<file path="config.mk">
export PLATFORM = sky130hd
export DESIGN_NAME = dmem_write_buffer
export DESIGN_NICKNAME = d
export VERILOG_FILES = /design/src/rtl/dmem_write_buffer.sv
export SDC_FILE = /design/constraint.sdc
export NUM_CORES = 1
export LEC_CHECK = 0
export ABC_AREA = 0
export BUFFER_PORTS_ARGS = -buffer_cell sky130_fd_sc_hd__buf_4
export CORE_MARGIN = 2
export CORE_UTILIZATION = 57
export DETAILED_ROUTE_END_ITERATION = 16
export PLACE_DENSITY_LB_ADDON = 0.08
export SETUP_SLACK_MARGIN = 0.05
export SYNTH_ARGS = -nofsm -noshare
export SYNTH_HDL_FRONTEND = slang
export SYNTH_SLANG_ARGS = --single-unit
</file>
<file path="constraint.sdc">
create_clock -name clk -period 5.2 [get_ports clk]
set_clock_uncertainty 0.15 [all_clocks]
set_input_delay 0.52 -clock clk [delete_from_list [all_inputs] [get_ports clk]]
set_output_delay 0.52 -clock clk [all_outputs]
set_load 0.02 [all_outputs]
</file>
<file path="src/rtl/dmem_write_buffer.sv">
// In-order store buffer between the core data port and a handshaked data memory.
// Optional macro WB_COALESCE_EN: stores hitting a queued non-head entry update it in place.
module dmem_write_buffer #(
  parameter int DEPTH = 4,
  parameter int CW    = $clog2(DEPTH) + 1
) (
  input  logic          clk,
  input  logic          reset,
  input  logic          cpu_we,
  input  logic          cpu_re,
  input  logic [31:0]   cpu_addr,
  input  logic [31:0]   cpu_wdata,
  output logic [31:0]   cpu_rdata,
  output logic          cpu_stall,
  output logic          mem_req,
  output logic          mem_we,
  output logic [31:0]   mem_addr,
  output logic [31:0]   mem_wdata,
  input  logic [31:0]   mem_rdata,
  input  logic          mem_ack,
  output logic          wb_empty,
  output logic [CW-1:0] wb_count
);
  localparam int PW = $clog2(DEPTH);

  localparam logic [1:0] S_IDLE  = 2'd0;
  localparam logic [1:0] S_DRAIN = 2'd1;
  localparam logic [1:0] S_LOAD  = 2'd2;

  logic [29:0]   ent_addr_q [DEPTH];
  logic [31:0]   ent_data_q [DEPTH];
  logic [PW-1:0] head_q, head_d, tail_q, tail_d;
  logic [CW-1:0] count_q, count_d;
  logic [1:0]    state_q, state_d;
  logic          mem_req_q, mem_req_d, mem_we_q, mem_we_d;
  logic [31:0]   mem_addr_q, mem_addr_d, mem_wdata_q, mem_wdata_d;
  logic          hold_vld_q, hold_vld_d;
  logic [31:0]   hold_data_q, hold_data_d;

  logic [29:0]   cpu_word;
  logic          full, st_req, ld_req, ack;
  logic          fwd_hit, coal_hit, load_miss, do_enq, do_pop;
  logic [31:0]   fwd_data;
  logic [PW-1:0] coal_idx, head_nxt;
  logic          unused_addr_lsb;

  assign cpu_word        = cpu_addr[31:2];
  assign unused_addr_lsb = ^cpu_addr[1:0];
  assign st_req          = cpu_we;
  assign ld_req          = cpu_re & ~cpu_we;
  assign full            = (count_q == CW'(DEPTH));
  assign ack             = mem_req_q & mem_ack;
  assign head_nxt        = head_q + 1'b1;

  // Walk oldest to youngest so the youngest matching entry wins.
  always_comb begin
    fwd_hit  = 1'b0;
    fwd_data = '0;
    for (int i = 0; i < DEPTH; i++) begin
      if ((CW'(i) < count_q) && (ent_addr_q[head_q + PW'(i)] == cpu_word)) begin
        fwd_hit  = 1'b1;
        fwd_data = ent_data_q[head_q + PW'(i)];
      end
    end
  end

`ifdef WB_COALESCE_EN
  // The head may already be on the bus, so only entries behind it can absorb a store.
  always_comb begin
    coal_hit = 1'b0;
    coal_idx = head_q;
    for (int i = 1; i < DEPTH; i++) begin
      if ((CW'(i) < count_q) && (ent_addr_q[head_q + PW'(i)] == cpu_word)) begin
        coal_hit = 1'b1;
        coal_idx = head_q + PW'(i);
      end
    end
  end
`else
  assign coal_hit = 1'b0;
  assign coal_idx = head_q;
`endif

  assign load_miss = ld_req & ~fwd_hit & ~hold_vld_q;
  assign do_enq    = st_req & ~full & ~coal_hit;
  assign do_pop    = (state_q == S_DRAIN) & ack;

  assign cpu_stall = (st_req & full & ~coal_hit) | load_miss;
  assign cpu_rdata = hold_vld_q ? hold_data_q : fwd_data;

  assign count_d = count_q + CW'(do_enq) - CW'(do_pop);
  assign tail_d  = do_enq ? tail_q + 1'b1 : tail_q;
  assign head_d  = do_pop ? head_nxt : head_q;

  always_ff @(posedge clk) begin
    if (do_enq) begin
      ent_addr_q[tail_q] <= cpu_word;
      ent_data_q[tail_q] <= cpu_wdata;
    end else if (st_req & coal_hit) begin
      ent_data_q[coal_idx] <= cpu_wdata;
    end
  end

  always_comb begin
    state_d     = state_q;
    mem_req_d   = mem_req_q;
    mem_we_d    = mem_we_q;
    mem_addr_d  = mem_addr_q;
    mem_wdata_d = mem_wdata_q;
    hold_vld_d  = 1'b0;
    hold_data_d = hold_data_q;
    case (state_q)
      S_IDLE: begin
        if (load_miss) begin
          state_d    = S_LOAD;
          mem_req_d  = 1'b1;
          mem_we_d   = 1'b0;
          mem_addr_d = {cpu_word, 2'b00};
        end else if (count_q != '0) begin
          state_d     = S_DRAIN;
          mem_req_d   = 1'b1;
          mem_we_d    = 1'b1;
          mem_addr_d  = {ent_addr_q[head_q], 2'b00};
          mem_wdata_d = ent_data_q[head_q];
        end
      end
      S_DRAIN: begin
        if (ack) begin
          if (load_miss) begin
            state_d    = S_LOAD;
            mem_we_d   = 1'b0;
            mem_addr_d = {cpu_word, 2'b00};
          end else if (count_q > CW'(1)) begin
            mem_addr_d  = {ent_addr_q[head_nxt], 2'b00};
            mem_wdata_d = ent_data_q[head_nxt];
          end else begin
            state_d   = S_IDLE;
            mem_req_d = 1'b0;
          end
        end
      end
      S_LOAD: begin
        if (ack) begin
          state_d     = S_IDLE;
          mem_req_d   = 1'b0;
          hold_vld_d  = 1'b1;
          hold_data_d = mem_rdata;
        end
      end
      default: begin
        state_d   = S_IDLE;
        mem_req_d = 1'b0;
      end
    endcase
  end

  always_ff @(posedge clk or posedge reset) begin
    if (reset) begin
      head_q      <= '0;
      tail_q      <= '0;
      count_q     <= '0;
      state_q     <= S_IDLE;
      mem_req_q   <= 1'b0;
      mem_we_q    <= 1'b0;
      mem_addr_q  <= '0;
      mem_wdata_q <= '0;
      hold_vld_q  <= 1'b0;
      hold_data_q <= '0;
    end else begin
      head_q      <= head_d;
      tail_q      <= tail_d;
      count_q     <= count_d;
      state_q     <= state_d;
      mem_req_q   <= mem_req_d;
      mem_we_q    <= mem_we_d;
      mem_addr_q  <= mem_addr_d;
      mem_wdata_q <= mem_wdata_d;
      hold_vld_q  <= hold_vld_d;
      hold_data_q <= hold_data_d;
    end
  end

  assign mem_req   = mem_req_q;
  assign mem_we    = mem_we_q;
  assign mem_addr  = mem_addr_q;
  assign mem_wdata = mem_wdata_q;
  assign wb_count  = count_q;
  assign wb_empty  = (count_q == '0);

endmodule

</file>
==> results.sh <==
export IMPL_grt_pass1_vias=18200
export IMPL_dieArea_sq_um=42000
export IMPL_rows=73
export IMPL_rsz0062_at_grt="yes"
export IMPL_p_per_area_nw_per_um2=622
export IMPL_worstSetupStartpointType="register"
export IMPL_yosysSeqAreaShare_pct=43.9
export IMPL_dp_cells=2685
export IMPL_cts_buffers=41
export IMPL_drv_slew=0
export IMPL_final_common_cell="buf_4"
export IMPL_grt_ovfl_total=0
export IMPL_synth_top_cell_by_area="edfxtp_1"
export IMPL_final_util_pct=68.9
export IMPL_ant_nets=0
export IMPL_synth_ff_latch_count=354
export IMPL_grt_max_degree=103
export IMPL_synthToLayoutAreaGrowth_pct=19.2
export IMPL_async_flop_share_pct=29.9
export IMPL_critPathMaxFanout=16
export IMPL_leakagePower_uw=0.0104
export IMPL_critPathTopFamily="simple AND/OR/NAND/NOR gates"
export IMPL_finalHoldViolCount=5
export IMPL_clkTransAtPathRegs_ns=0.06
export IMPL_fin_crit_ns=5.04
export IMPL_core_area_sq_um=39800
export IMPL_synth_top_area_share_pct=32.3
export IMPL_syn_cell_area_sq_um=23000
export IMPL_drc_errors=0
export IMPL_cp_num_buf_inv=5
export IMPL_grt_pass1_wl_um=107000
export IMPL_crit_chain="buf_12 -> buf_4 -> mux2_1 -> mux2i_1 -> xor2_1 -> nand4_1 -> or4b_1 -> nor4_4 -> buf_6 -> nor2_4 -> buf_12 -> o211ai_1 -> o311a_1 -> buf_4"
export IMPL_most_common_layout_cells="buf_4 (271), edfxtp_1 (248), mux2_2 (180)"
export IMPL_max_slew_worst_pin_slew_ns=1.10
export IMPL_status="finished, violations left"
export IMPL_wl_um=70600
export IMPL_die_y_um=205
export IMPL_final_cells=2842
export IMPL_antenna_found_initial=3
export IMPL_cts_buffer_depth=3
export IMPL_ys_warn_count=0
export IMPL_nets=2392
export IMPL_fillers=2957
export IMPL_io_pins=204
export IMPL_relSlewSlack_pct=26.7
export IMPL_crit_type="reg2out"
export IMPL_grt_use_total_pct=33.3
export IMPL_htree_levels=2
export IMPL_avgSynthCellArea_sq_um=11.1
export IMPL_violations="negative hold slack"
export IMPL_die_w_um=205
export IMPL_cts_sinks=354
export IMPL_slowest_delay_ns=0.54
export IMPL_holdCritPathClass="in2async"
export IMPL_place_gp_congestion=0.965
export IMPL_ys_flop_type="edfxtp_1"
export IMPL_drt_wirelength_per_cell_um=24.8
export IMPL_io_buffers=199
export IMPL_worst_setup_path_end_kind="output pin"
export IMPL_fin_crit_sh_pct=96.9
export IMPL_cts_tree="yes"
export IMPL_arrival_ns=4.37
export IMPL_setup_violations=0
export IMPL_insertion_delay_ns=0.59
export IMPL_synth_area_top_cells="edfxtp_1 (32%), dfrtp_1 (12%), mux2_2 (8.8%)"
export IMPL_synth_distinct_cells=71
export IMPL_synth_edf_count=248
export IMPL_holdWs_ns=-0.00513
export IMPL_via_per_inst=6.50
export IMPL_firstDrtPassIters=6
export IMPL_cts_root_buf="clkbuf_16"
export IMPL_finalSetupTns_ns=0
export IMPL_synth_cells=2077
export IMPL_ir_drop_mv=0.339
export IMPL_crit_required_ns=4.53
export IMPL_drive_gt1_share_pct=27.0
export IMPL_vias=18500
export IMPL_fmax_mhz=198
export IMPL_start_util_pct=57.8
export IMPL_drt_initial_drc_count=1588
export IMPL_dp_final_hpwl_um=45000
export IMPL_cap_violations=0
export IMPL_cp_slowest_cell="dfrtp_4"
## timing repair
| action | in CTS | in global routing |
|---|---|---|
| hold buffers | 62 | 1 |
| pin swaps | 0 | 7 |
| resized for setup | 9 | 32 |
| buffers inserted | 8 | 5 |
| endpoints found under the setup margin | 33 | 33 |
| endpoints found under the hold margin | 155 | 2 |
| gates cloned | 0 | 2 |
## synthesized netlist by cell type (14+ instances only)
cell / instances
a211oi_1: 113
nor2b_1: 28
clkbuf_1: 129
mux4_2: 45
nand2b_1: 30
a21oi_1: 117
buf_4: 14
mux2i_1: 173
inv_1: 23
or3_1: 31
nand2_1: 163
mux2_2: 180
nand4_1: 14
a21o_1: 26
nor2_1: 98
o221ai_1: 54
buf_1: 19
a22oi_1: 22
buf_2: 28
nor3_1: 16
o31ai_1: 35
edfxtp_1: 248
xor2_1: 32
a31oi_1: 26
o21ai_0: 21
o311a_1: 26
xnor2_1: 76
o211ai_1: 32
dfrtp_1: 106
## worst paths after layout
kind | from | end | slack [ns] | cells after the start
worst max-delay path | coal_idx[1]$_DFFE_PP0P_ | cpu_rdata[31] | 0.16 | 14
worst min-delay path | reset | wb_count[2]$_DFF_PP0_ | -0.005 | 2
worst max register to register | coal_idx[1]$_DFFE_PP0P_ | mem_addr[28]$_DFFE_PP0P_ | 0.73 | 14
worst min register to register | hold_data_q[7]$_DFFE_PP0P_ | hold_data_q[7]$_DFFE_PP0P_ | 0.32 | 2
max in group asynchronous | reset | mem_wdata[26]$_DFFE_PP0P_ | 3.74 | 3
min in group clk | cpu_addr[8] | ent_addr_q[2][6]$_DFFE_PP_ | 0.05 | 1
## registers in the layout, summed over array words and instances, names as in the netlist, 2 cells and up
register / count
coal_idx: 2
ent_addr_q: 120
ent_data_q: 128
hold_data_q: 32
mem_addr: 30
mem_wdata: 32
state_q: 2
tail_q: 2
wb_count: 3
## area by class of cell
class	count	area, sq um	share of cell area [%]
multi-input combinational	1497	12100	44.1
tap	525	657	2.39
clock inverter	13	92.6	0.337
inverter	25	123	0.447
antenna	3	7.51	0.0273
timing repair buffer	362	3180	11.6
clock buffer	63	1180	4.30
sequential	354	10100	36.8
## metal layers
layer | up-vias | GRT usage, % | wire length [um]
met5 | - | 0 | 0
met4 | 0 | 14.9 | 3120
met3 | 167 | 5.23 | 4220
met2 | 679 | 56.1 | 34600
met1 | 9187 | 42.5 | 28700
li1 | 8443 | - | -
## power by group
group | internal [uW] | total (uW) | switching (uW)
sequential | 3910 | 4430 | 521
combinational | 4250 | 9860 | 5620
clock | 1570 | 2780 | 1210
total | 9730 | 17100 | 7340
## metrics by stage
stage	total power (uW)	worst slack [ns]	instance area (sq um)
3_3_place_gp	13600	0.255	25100
6_report	17100	0.160	27500
2_1_floorplan	11100	1.13	23000
5_1_grt	18000	0.0416	27500
3_5_place_dp	13800	0.175	25100
4_1_cts	16800	0.0305	27200
## cell families (layout without fill, tap and decap cells)
family	Yosys count	after routing	share of synthesized area, %
multiplexers	406	406	21.1
XOR/XNOR	108	108	4.11
other	1	5	0.0163
buffers and inverters	227	463	4.47
AND/OR/NAND/NOR	431	431	9.06
flip-flops	354	354	43.9
adder cells (fa/ha/maj)	10	10	0.576
AO/OA/AOI/OAI	540	540	16.8
(Power assumes the default switching activity.)
